$ cat config.mk
export PLATFORM = sky130hd
export DESIGN_NAME = gcu_dep_scheduler_flat
export DESIGN_NICKNAME = d
export VERILOG_FILES = /design/src/rtl/gcu_types_pkg.sv /design/src/rtl/gcu_dep_scheduler_if.sv /design/src/rtl/gcu_id_fifo.sv /design/src/rtl/gcu_dep_scheduler.sv /design/src/flat_wrapper.sv
export SDC_FILE = /design/constraint.sdc
export NUM_CORES = 1
export LEC_CHECK = 0
export CORE_MARGIN = 1.5
export CORE_UTILIZATION = 60
export CTS_CLUSTER_SIZE = 8
export DETAILED_ROUTE_END_ITERATION = 10
export GPL_TIMING_DRIVEN = 0
export PLACE_DENSITY = 0.82
export SLEW_MARGIN = 20
export SYNTH_ARGS = -nofsm -noshare
export SYNTH_HDL_FRONTEND = slang
export SYNTH_SLANG_ARGS = --single-unit
$ cat constraint.sdc
create_clock -name clk -period 12.5 [get_ports clk]
set_input_delay 3.125 -clock clk [delete_from_list [all_inputs] [get_ports clk]]
set_output_delay 3.125 -clock clk [all_outputs]
set_load 0.02 [all_outputs]
$ cat src/rtl/gcu_types_pkg.sv
// Shared GCU types for the dependency scheduler and its queues.
// Contents: node/child-count widths, NodeTask_t descriptor, ROOT_ID,
// gcu_err_e error causes and the default scheduler ready-queue depth.
package gcu_types_pkg;

    localparam int NODE_ID_W        = 4;
    localparam int CHILD_CNT_W      = 4;
    localparam int FRONT_W          = 8;
    localparam int NUM_NODES        = 2 ** NODE_ID_W;
    localparam int SCHED_FIFO_DEPTH = 16;

    typedef logic [NODE_ID_W-1:0] node_id_t;

    // All-ones node ID names the virtual root; it is never a loadable node.
    localparam node_id_t ROOT_ID = '1;

    typedef struct packed {
        node_id_t                 node_id;
        node_id_t                 parent_id;
        logic [CHILD_CNT_W-1:0]   children_count;
        logic [FRONT_W-1:0]       front_size;
    } NodeTask_t;

    typedef enum logic [2:0] {
        ERR_NONE      = 3'd0,
        LOAD_ROOT     = 3'd1,
        DUP_LOAD      = 3'd2,
        DONE_UNLOADED = 3'd3,
        DC_OVERFLOW   = 3'd4
    } gcu_err_e;

endpackage

$ cat src/rtl/gcu_dep_scheduler_if.sv
// Handshake and status bundle of the dependency scheduler.
// load_*  : descriptor intake from the task loader
// done_*  : completion notifications from the compute engines
// issue_* : ready tasks towards the factorization datapath
// outstanding / root_done / err_* : status outputs
// master = loader/engine/datapath side, slave = scheduler.
interface gcu_dep_scheduler_if;
    import gcu_types_pkg::*;

    logic                load_valid;
    logic                load_ready;
    NodeTask_t           load_task;
    logic                done_valid;
    logic                done_ready;
    node_id_t            done_id;
    logic                issue_valid;
    logic                issue_ready;
    NodeTask_t           issue_task;
    logic [NODE_ID_W:0]  outstanding;
    logic                root_done;
    logic                err_valid;
    gcu_err_e            err_code;

    modport master (
        output load_valid, load_task, done_valid, done_id, issue_ready,
        input  load_ready, done_ready, issue_valid, issue_task,
               outstanding, root_done, err_valid, err_code
    );

    modport slave (
        input  load_valid, load_task, done_valid, done_id, issue_ready,
        output load_ready, done_ready, issue_valid, issue_task,
               outstanding, root_done, err_valid, err_code
    );

endinterface

$ cat src/rtl/gcu_id_fifo.sv
// Synchronous FIFO of node IDs, reusable for GCU queues.
// Ports: clk, rst (sync, active-high), push/push_data, pop/pop_data (head,
// valid while !empty), full, empty, count. A push while full is accepted
// only together with a pop; a pop while empty is ignored.
module gcu_id_fifo #(
    parameter int WIDTH = 4,
    parameter int DEPTH = 16
) (
    input  logic                       clk,
    input  logic                       rst,
    input  logic                       push,
    input  logic [WIDTH-1:0]           push_data,
    input  logic                       pop,
    output logic [WIDTH-1:0]           pop_data,
    output logic                       full,
    output logic                       empty,
    output logic [$clog2(DEPTH+1)-1:0] count
);
    localparam int AW = (DEPTH > 1) ? $clog2(DEPTH) : 1;
    localparam int CW = $clog2(DEPTH + 1);

    logic [WIDTH-1:0] mem [DEPTH];
    logic [AW-1:0]    wr_ptr;
    logic [AW-1:0]    rd_ptr;
    logic [CW-1:0]    cnt;
    logic             do_push;
    logic             do_pop;

    function automatic logic [AW-1:0] ptr_next(input logic [AW-1:0] p);
        return (p == AW'(DEPTH - 1)) ? '0 : p + AW'(1);
    endfunction

    assign empty    = (cnt == '0);
    assign full     = (cnt == CW'(DEPTH));
    assign count    = cnt;
    assign pop_data = mem[rd_ptr];
    assign do_pop   = pop && !empty;
    assign do_push  = push && (!full || do_pop);

    always_ff @(posedge clk) begin
        if (rst) begin
            wr_ptr <= '0;
            rd_ptr <= '0;
            cnt    <= '0;
        end else begin
            if (do_push) wr_ptr <= ptr_next(wr_ptr);
            if (do_pop)  rd_ptr <= ptr_next(rd_ptr);
            if (do_push && !do_pop)      cnt <= cnt + CW'(1);
            else if (do_pop && !do_push) cnt <= cnt - CW'(1);
        end
    end

    always_ff @(posedge clk) begin
        if (do_push) mem[wr_ptr] <= push_data;
    end

endmodule

$ cat src/rtl/gcu_dep_scheduler.sv
// Dependency-tracking scheduler for the multifrontal elimination tree.
// Registers node descriptors, counts finished children per node and queues
// a node for issue once all of its children have completed.
// Ports: clk, rst (sync, active-high), sif (gcu_dep_scheduler_if.slave):
// load/done/issue handshakes plus outstanding, root_done and err status.
module gcu_dep_scheduler
    import gcu_types_pkg::*;
#(
    parameter int FIFO_DEPTH = SCHED_FIFO_DEPTH
) (
    input  logic               clk,
    input  logic               rst,
    gcu_dep_scheduler_if.slave sif
);
    localparam int CNT_W = $clog2(FIFO_DEPTH + 1);
    localparam int OUT_W = NODE_ID_W + 1;

    logic [NUM_NODES-1:0]   vld_q;
    logic [CHILD_CNT_W-1:0] dc_q [NUM_NODES];
    NodeTask_t              task_q [NUM_NODES];
    logic [OUT_W-1:0]       outstanding_q;
    logic                   root_done_q;
    logic                   err_valid_q;
    gcu_err_e               err_code_q;

    logic                   fifo_push;
    logic                   fifo_pop;
    logic                   fifo_full;
    logic                   fifo_empty;
    logic [CNT_W-1:0]       fifo_count;
    node_id_t               push_id;
    node_id_t               head_id;

    logic                   load_acc;
    logic                   done_acc;
    logic                   load_ok;
    logic                   retire;
    logic                   dc_inc;
    logic                   root_nxt;
    gcu_err_e               err_nxt;
    node_id_t               ld_id;
    node_id_t               dn_id;
    node_id_t               par_id;
    logic [CHILD_CNT_W-1:0] par_dc_inc;

    // Done notifications win over loads, so at most one push per cycle.
    assign sif.done_ready  = !fifo_full;
    assign sif.load_ready  = !fifo_full && !sif.done_valid;
    assign sif.issue_valid = (fifo_count != '0);
    assign sif.issue_task  = fifo_empty ? '0 : task_q[head_id];
    assign sif.outstanding = outstanding_q;
    assign sif.root_done   = root_done_q;
    assign sif.err_valid   = err_valid_q;
    assign sif.err_code    = err_code_q;
    assign fifo_pop        = sif.issue_valid && sif.issue_ready;

    always_comb begin
        load_acc   = sif.load_valid && sif.load_ready;
        done_acc   = sif.done_valid && sif.done_ready;
        ld_id      = sif.load_task.node_id;
        dn_id      = sif.done_id;
        par_id     = task_q[dn_id].parent_id;
        par_dc_inc = dc_q[par_id] + CHILD_CNT_W'(1);
        load_ok    = 1'b0;
        retire     = 1'b0;
        dc_inc     = 1'b0;
        root_nxt   = 1'b0;
        err_nxt    = ERR_NONE;
        fifo_push  = 1'b0;
        push_id    = '0;
        if (load_acc) begin
            if (ld_id == ROOT_ID) begin
                err_nxt = LOAD_ROOT;
            end else if (vld_q[ld_id]) begin
                err_nxt = DUP_LOAD;
            end else begin
                load_ok = 1'b1;
                // Children may already have finished before the parent loaded.
                if (sif.load_task.children_count == dc_q[ld_id]) begin
                    fifo_push = 1'b1;
                    push_id   = ld_id;
                end
            end
        end else if (done_acc) begin
            if (!vld_q[dn_id]) begin
                err_nxt = DONE_UNLOADED;
            end else begin
                retire = 1'b1;
                if (par_id == ROOT_ID) begin
                    root_nxt = 1'b1;
                end else if (dc_q[par_id] == '1) begin
                    err_nxt = DC_OVERFLOW;
                end else begin
                    dc_inc = 1'b1;
                    if (vld_q[par_id] && (par_dc_inc == task_q[par_id].children_count)) begin
                        fifo_push = 1'b1;
                        push_id   = par_id;
                    end
                end
            end
        end
    end

    always_ff @(posedge clk) begin
        if (rst) begin
            vld_q         <= '0;
            outstanding_q <= '0;
            root_done_q   <= 1'b0;
            err_valid_q   <= 1'b0;
            err_code_q    <= ERR_NONE;
            for (int i = 0; i < NUM_NODES; i++) begin
                dc_q[i]   <= '0;
                task_q[i] <= '0;
            end
        end else begin
            root_done_q <= root_nxt;
            err_valid_q <= (err_nxt != ERR_NONE);
            err_code_q  <= err_nxt;
            if (load_ok) begin
                vld_q[ld_id]  <= 1'b1;
                task_q[ld_id] <= sif.load_task;
                outstanding_q <= outstanding_q + OUT_W'(1);
            end
            if (retire) begin
                vld_q[dn_id]  <= 1'b0;
                dc_q[dn_id]   <= '0;
                task_q[dn_id] <= '0;
                outstanding_q <= outstanding_q - OUT_W'(1);
            end
            if (dc_inc) dc_q[par_id] <= par_dc_inc;
        end
    end

    gcu_id_fifo #(
        .WIDTH (NODE_ID_W),
        .DEPTH (FIFO_DEPTH)
    ) u_ready_q (
        .clk       (clk),
        .rst       (rst),
        .push      (fifo_push),
        .push_data (push_id),
        .pop       (fifo_pop),
        .pop_data  (head_id),
        .full      (fifo_full),
        .empty     (fifo_empty),
        .count     (fifo_count)
    );

endmodule

$ cat src/flat_wrapper.sv
// flat-port wrapper written by rule: the top's interface ports become plain ports
module gcu_dep_scheduler_flat import gcu_types_pkg::*;
#(
    parameter int FIFO_DEPTH = SCHED_FIFO_DEPTH
)
  (clk, rst, sif_load_valid, sif_load_task, sif_done_valid, sif_done_id, sif_issue_ready, sif_load_ready, sif_done_ready, sif_issue_valid, sif_issue_task, sif_outstanding, sif_root_done, sif_err_valid, sif_err_code);
  gcu_dep_scheduler_if sif_i ();
  input  logic clk;
  input  logic rst;
  input wire logic [$bits(sif_i.load_valid)-1:0] sif_load_valid;
  input wire logic [$bits(sif_i.load_task)-1:0] sif_load_task;
  input wire logic [$bits(sif_i.done_valid)-1:0] sif_done_valid;
  input wire logic [$bits(sif_i.done_id)-1:0] sif_done_id;
  input wire logic [$bits(sif_i.issue_ready)-1:0] sif_issue_ready;
  output wire logic [$bits(sif_i.load_ready)-1:0] sif_load_ready;
  output wire logic [$bits(sif_i.done_ready)-1:0] sif_done_ready;
  output wire logic [$bits(sif_i.issue_valid)-1:0] sif_issue_valid;
  output wire logic [$bits(sif_i.issue_task)-1:0] sif_issue_task;
  output wire logic [$bits(sif_i.outstanding)-1:0] sif_outstanding;
  output wire logic [$bits(sif_i.root_done)-1:0] sif_root_done;
  output wire logic [$bits(sif_i.err_valid)-1:0] sif_err_valid;
  output wire logic [$bits(sif_i.err_code)-1:0] sif_err_code;
  assign sif_i.load_valid = sif_load_valid;
  assign sif_i.load_task = sif_load_task;
  assign sif_i.done_valid = sif_done_valid;
  assign sif_i.done_id = sif_done_id;
  assign sif_i.issue_ready = sif_issue_ready;
  assign sif_load_ready = sif_i.load_ready;
  assign sif_done_ready = sif_i.done_ready;
  assign sif_issue_valid = sif_i.issue_valid;
  assign sif_issue_task = sif_i.issue_task;
  assign sif_outstanding = sif_i.outstanding;
  assign sif_root_done = sif_i.root_done;
  assign sif_err_valid = sif_i.err_valid;
  assign sif_err_code = sif_i.err_code;
  gcu_dep_scheduler #(.FIFO_DEPTH(FIFO_DEPTH)) u_core (.clk(clk), .rst(rst), .sif(sif_i));
endmodule
==> impl_metrics.env <==
export IMPL_synth_top_area_share_pct=56.06
export IMPL_die_w_um=203.0
export IMPL_synthFlopType="edfxtp_1"
export IMPL_routed_via_density=6.892
export IMPL_synth_cell_type_count=84
export IMPL_ant_nets=0
export IMPL_nNetsFinal=2022
export IMPL_slowest_delay_ns=0.52
export IMPL_synth_most_common_cell="edfxtp_1"
export IMPL_rsz0062_at_grt="no"
export IMPL_netlist_instances=1791
export IMPL_numCtsBuffers=71
export IMPL_status="finished, final reports clean"
export IMPL_cts_tree="yes"
export IMPL_ios=62
export IMPL_hold_buffers=0
export IMPL_irDropWorstVdd_mv=0.1380
export IMPL_postSynthRegisterBits=491
export IMPL_max_freq_mhz=95.16
export IMPL_timing_final_ws_setup_ns=1.992
export IMPL_cp_data_arrival_time_ns=11.02
export IMPL_netlist_area_sq_mm=0.02400
export IMPL_relSlewSlack_pct=22.10
export IMPL_drc=0
export IMPL_start_kind="primary input"
export IMPL_grt_first_pass_wirelength_um=106600
export IMPL_grt_pass1_vias=17284
export IMPL_yosys_top_cells_count="edfxtp_1, nor2_1, mux4_2, nand2_1, clkbuf_1"
export IMPL_setup_viol=0
export IMPL_worst_pin_slew_ns=1.169
export IMPL_slew_viol_final=0
export IMPL_cts_setup_buffers=0
export IMPL_htree_levels=3
export IMPL_dpl_worst_slack_ns=1.613
export IMPL_yosys_area_share_xor_xnor_pct=0.7456
export IMPL_async_reset_ff_share_pct=0
export IMPL_synth_area_mux_share_pct=16.92
export IMPL_first_iter_violations=2710
export IMPL_die_area_sq_mm=0.04120
export IMPL_gp_congestion=0.9829
export IMPL_synth_area_leader_cell="edfxtp_1"
export IMPL_avgSynthCellArea_sq_um=13.40
export IMPL_synth_fa_ha_area_share_pct=0.8969
export IMPL_num_rows=73
export IMPL_fin_crit_sh_pct=84.07
export IMPL_drt_wl_total_um=72590
export IMPL_dieHeight_um=203.0
export IMPL_core_area_sq_mm=0.03964
export IMPL_syn_to_final_growth_pct=14.32
export IMPL_skew_ns=0.02661
export IMPL_synth_edf_count=448
export IMPL_gr_usage_all_layers_pct=35.85
export IMPL_dp_hpwl_um=48340
export IMPL_yosys_top_cells_area="edfxtp_1, mux4_2, nor2_1, dfxtp_1, mux2i_1"
export IMPL_synth_top_family_by_area="multiplexers"
export IMPL_cap_viol_max_count=0
export IMPL_hold_viol=0
export IMPL_path_max_fanout=10
export IMPL_cellLeakagePower_nw=9.696
export IMPL_grt_overflow_total=0
export IMPL_grt_max_degree=21
export IMPL_seq_power_share_pct=39.5
export IMPL_synth_yosys_seq_area_share_pct=59.65
export IMPL_synth_compound_area_share_pct=5.861
export IMPL_switching_power_mw=1.435
export IMPL_wl_per_cell_um=28.70
export IMPL_antennaDiodeCount=0
export IMPL_drt_pass1_iterations=6
export IMPL_synthSimpleGateAreaFrac_pct=12.76
export IMPL_clock_latency_ns=0.61
export IMPL_tns_ns=0
export IMPL_cts_sinks=491
export IMPL_swShare_pct=29.97
export IMPL_fin_hold_ws_ns=0.4532
export IMPL_p_per_area_mw_per_mm2=174.6
export IMPL_intPower_mw=3.354
export IMPL_ys_warn_count=0
export IMPL_min_period_ns=10.51
export IMPL_drive_above_1_share_pct=15.42
export IMPL_cts_buffer_depth=3
export IMPL_hp_class="reg2reg"
export IMPL_start_util_pct=60.53
export IMPL_cts_root_buf="clkbuf_16"
export IMPL_io_buffers=57
export IMPL_cts_resized_gates=0
export IMPL_power_frac_clock_pct=36.3
export IMPL_antenna_found_initial=0
export IMPL_crit_path_end_kind="flop"
export IMPL_crit_type="in2reg"
export IMPL_rrSetupSlack_ns=4.98
export IMPL_vias=17431
export IMPL_cp_slowest_cell="clkdlybuf4s50_1"
export IMPL_clkTransAtPathRegs_ns=0.05
export IMPL_comb_power_share_pct=24.2
export IMPL_required_ns=13.01
export IMPL_fin_util_pct=69.20
==> path summary, 6_finish.rpt <==
path / from / end / depth (start not counted)
max: sif_done_id[0] / u_core.u_ready_q.count[4] / 31
min reg2reg: u_core.vld_q[15] / u_core.vld_q[15] / 2
min: u_core.vld_q[15] / u_core.vld_q[15] / 2
max reg2reg: u_core.task_q[13][13] / u_core.u_ready_q.count[4] / 28
==> power by group through the flow <==
stage | Combinational, mW | Sequential (mW) | Clock, mW
floorplan | 0.736 | 1.91 | 0
global placement | 1.10 | 1.92 | 0
detailed placement | 1.12 | 1.92 | 0
CTS | 1.13 | 1.89 | 1.73
global route | 1.20 | 1.90 | 1.79
finish | 1.16 | 1.89 | 1.74
==> per-layer routing <==
metal	routed length, um	global-route usage [%]	vias up	part of all wire (%)
met5	0	0	-	0
met2	33580	55.68	1478	46
met3	9303	9.583	344	13
met1	25340	46.18	8513	35
li1	-	-	7096	-
met4	4368	20.03	0	6.0
==> area by class of cell <==
type                    instances  area (sq um)
plain buffers                 145         651.9
clock buffers                  93          1859
clock inverters                 7         100.1
fillers                      2651         12210
inverters                      28         105.1
multi-input cells            1182          9164
flip-flops and latches        491         14310
well taps                     525         656.9
repair buffers                 58         581.8
==> sequential cells by signal, summed over array words and instances (netlist names), named ones only <==
| signal | flops |
|---|---|
| u_core.u_ready_q.mem | 64 |
| u_core.dc_q | 64 |
| u_core.task_q | 320 |
| u_core.u_ready_q.count | 5 |
| u_core.sif.err_valid | 1 |
| u_core.u_ready_q.wr_ptr | 4 |
| u_core.sif.err_code | 3 |
| u_core.sif.root_done | 1 |
| u_core.sif.outstanding | 5 |
| u_core.u_ready_q.rd_ptr | 4 |
| u_core.vld_q | 16 |
==> cell families (layout without fill, tap and decap cells) <==
logic type,after synthesis,count (layout)
AND/OR/NAND/NOR,662,662
adder cells (fa/ha/maj),16,16
flip-flops,491,491
AO/OA/AOI/OAI,202,202
buffers and inverters,173,331
multiplexers,228,228
XOR/XNOR,18,18
other,1,56
==> layout by cell type (no fill, tap or decap), types with 8 or more instances in the layout <==
cell type	netlist	final
xnor2_1	12	12
clkbuf_16	0	71
clkbuf_1	83	105
mux2_2	9	9
buf_1	24	22
mux2i_1	76	76
and3_1	9	9
conb_1	1	56
nor2b_1	45	45
buf_2	27	27
clkdlybuf4s50_1	0	57
nor2_1	345	345
or3_1	14	14
mux4_2	141	141
inv_1	27	27
nand2b_1	8	8
nand2_1	110	98
dfxtp_1	43	43
nand2_2	1	13
nor3_1	27	27
a22oi_1	8	8
o21ai_0	22	22
buf_6	8	9
a21oi_1	56	56
edfxtp_1	448	448
nand3_1	43	43
a211oi_1	53	53
ha_1	14	14
==> stage by stage <==
| step | instance area, sq um | power [mW] | instances |
|---|---|---|---|
| final | 27430 | 4.789 | 2529 |
| after global routing | 27430 | 4.889 | 2529 |
| after global placement | 25430 | 3.012 | 2428 |
| after detailed placement | 25450 | 3.036 | 2428 |
| after CTS | 27410 | 4.744 | 2528 |
| after floorplan | 24200 | 2.645 | 1846 |
==> worst max-delay path: cells and delay by family <==
kind                     cells  cell delay [ns]
buffers and inverters       10             2.59
AND/OR/NAND/NOR              9             2.59
AO/OA/AOI/OAI                8             1.80
adder cells (fa/ha/maj)      3             0.81
XOR/XNOR                     1             0.09
Power figures use the tool's default switching activity.
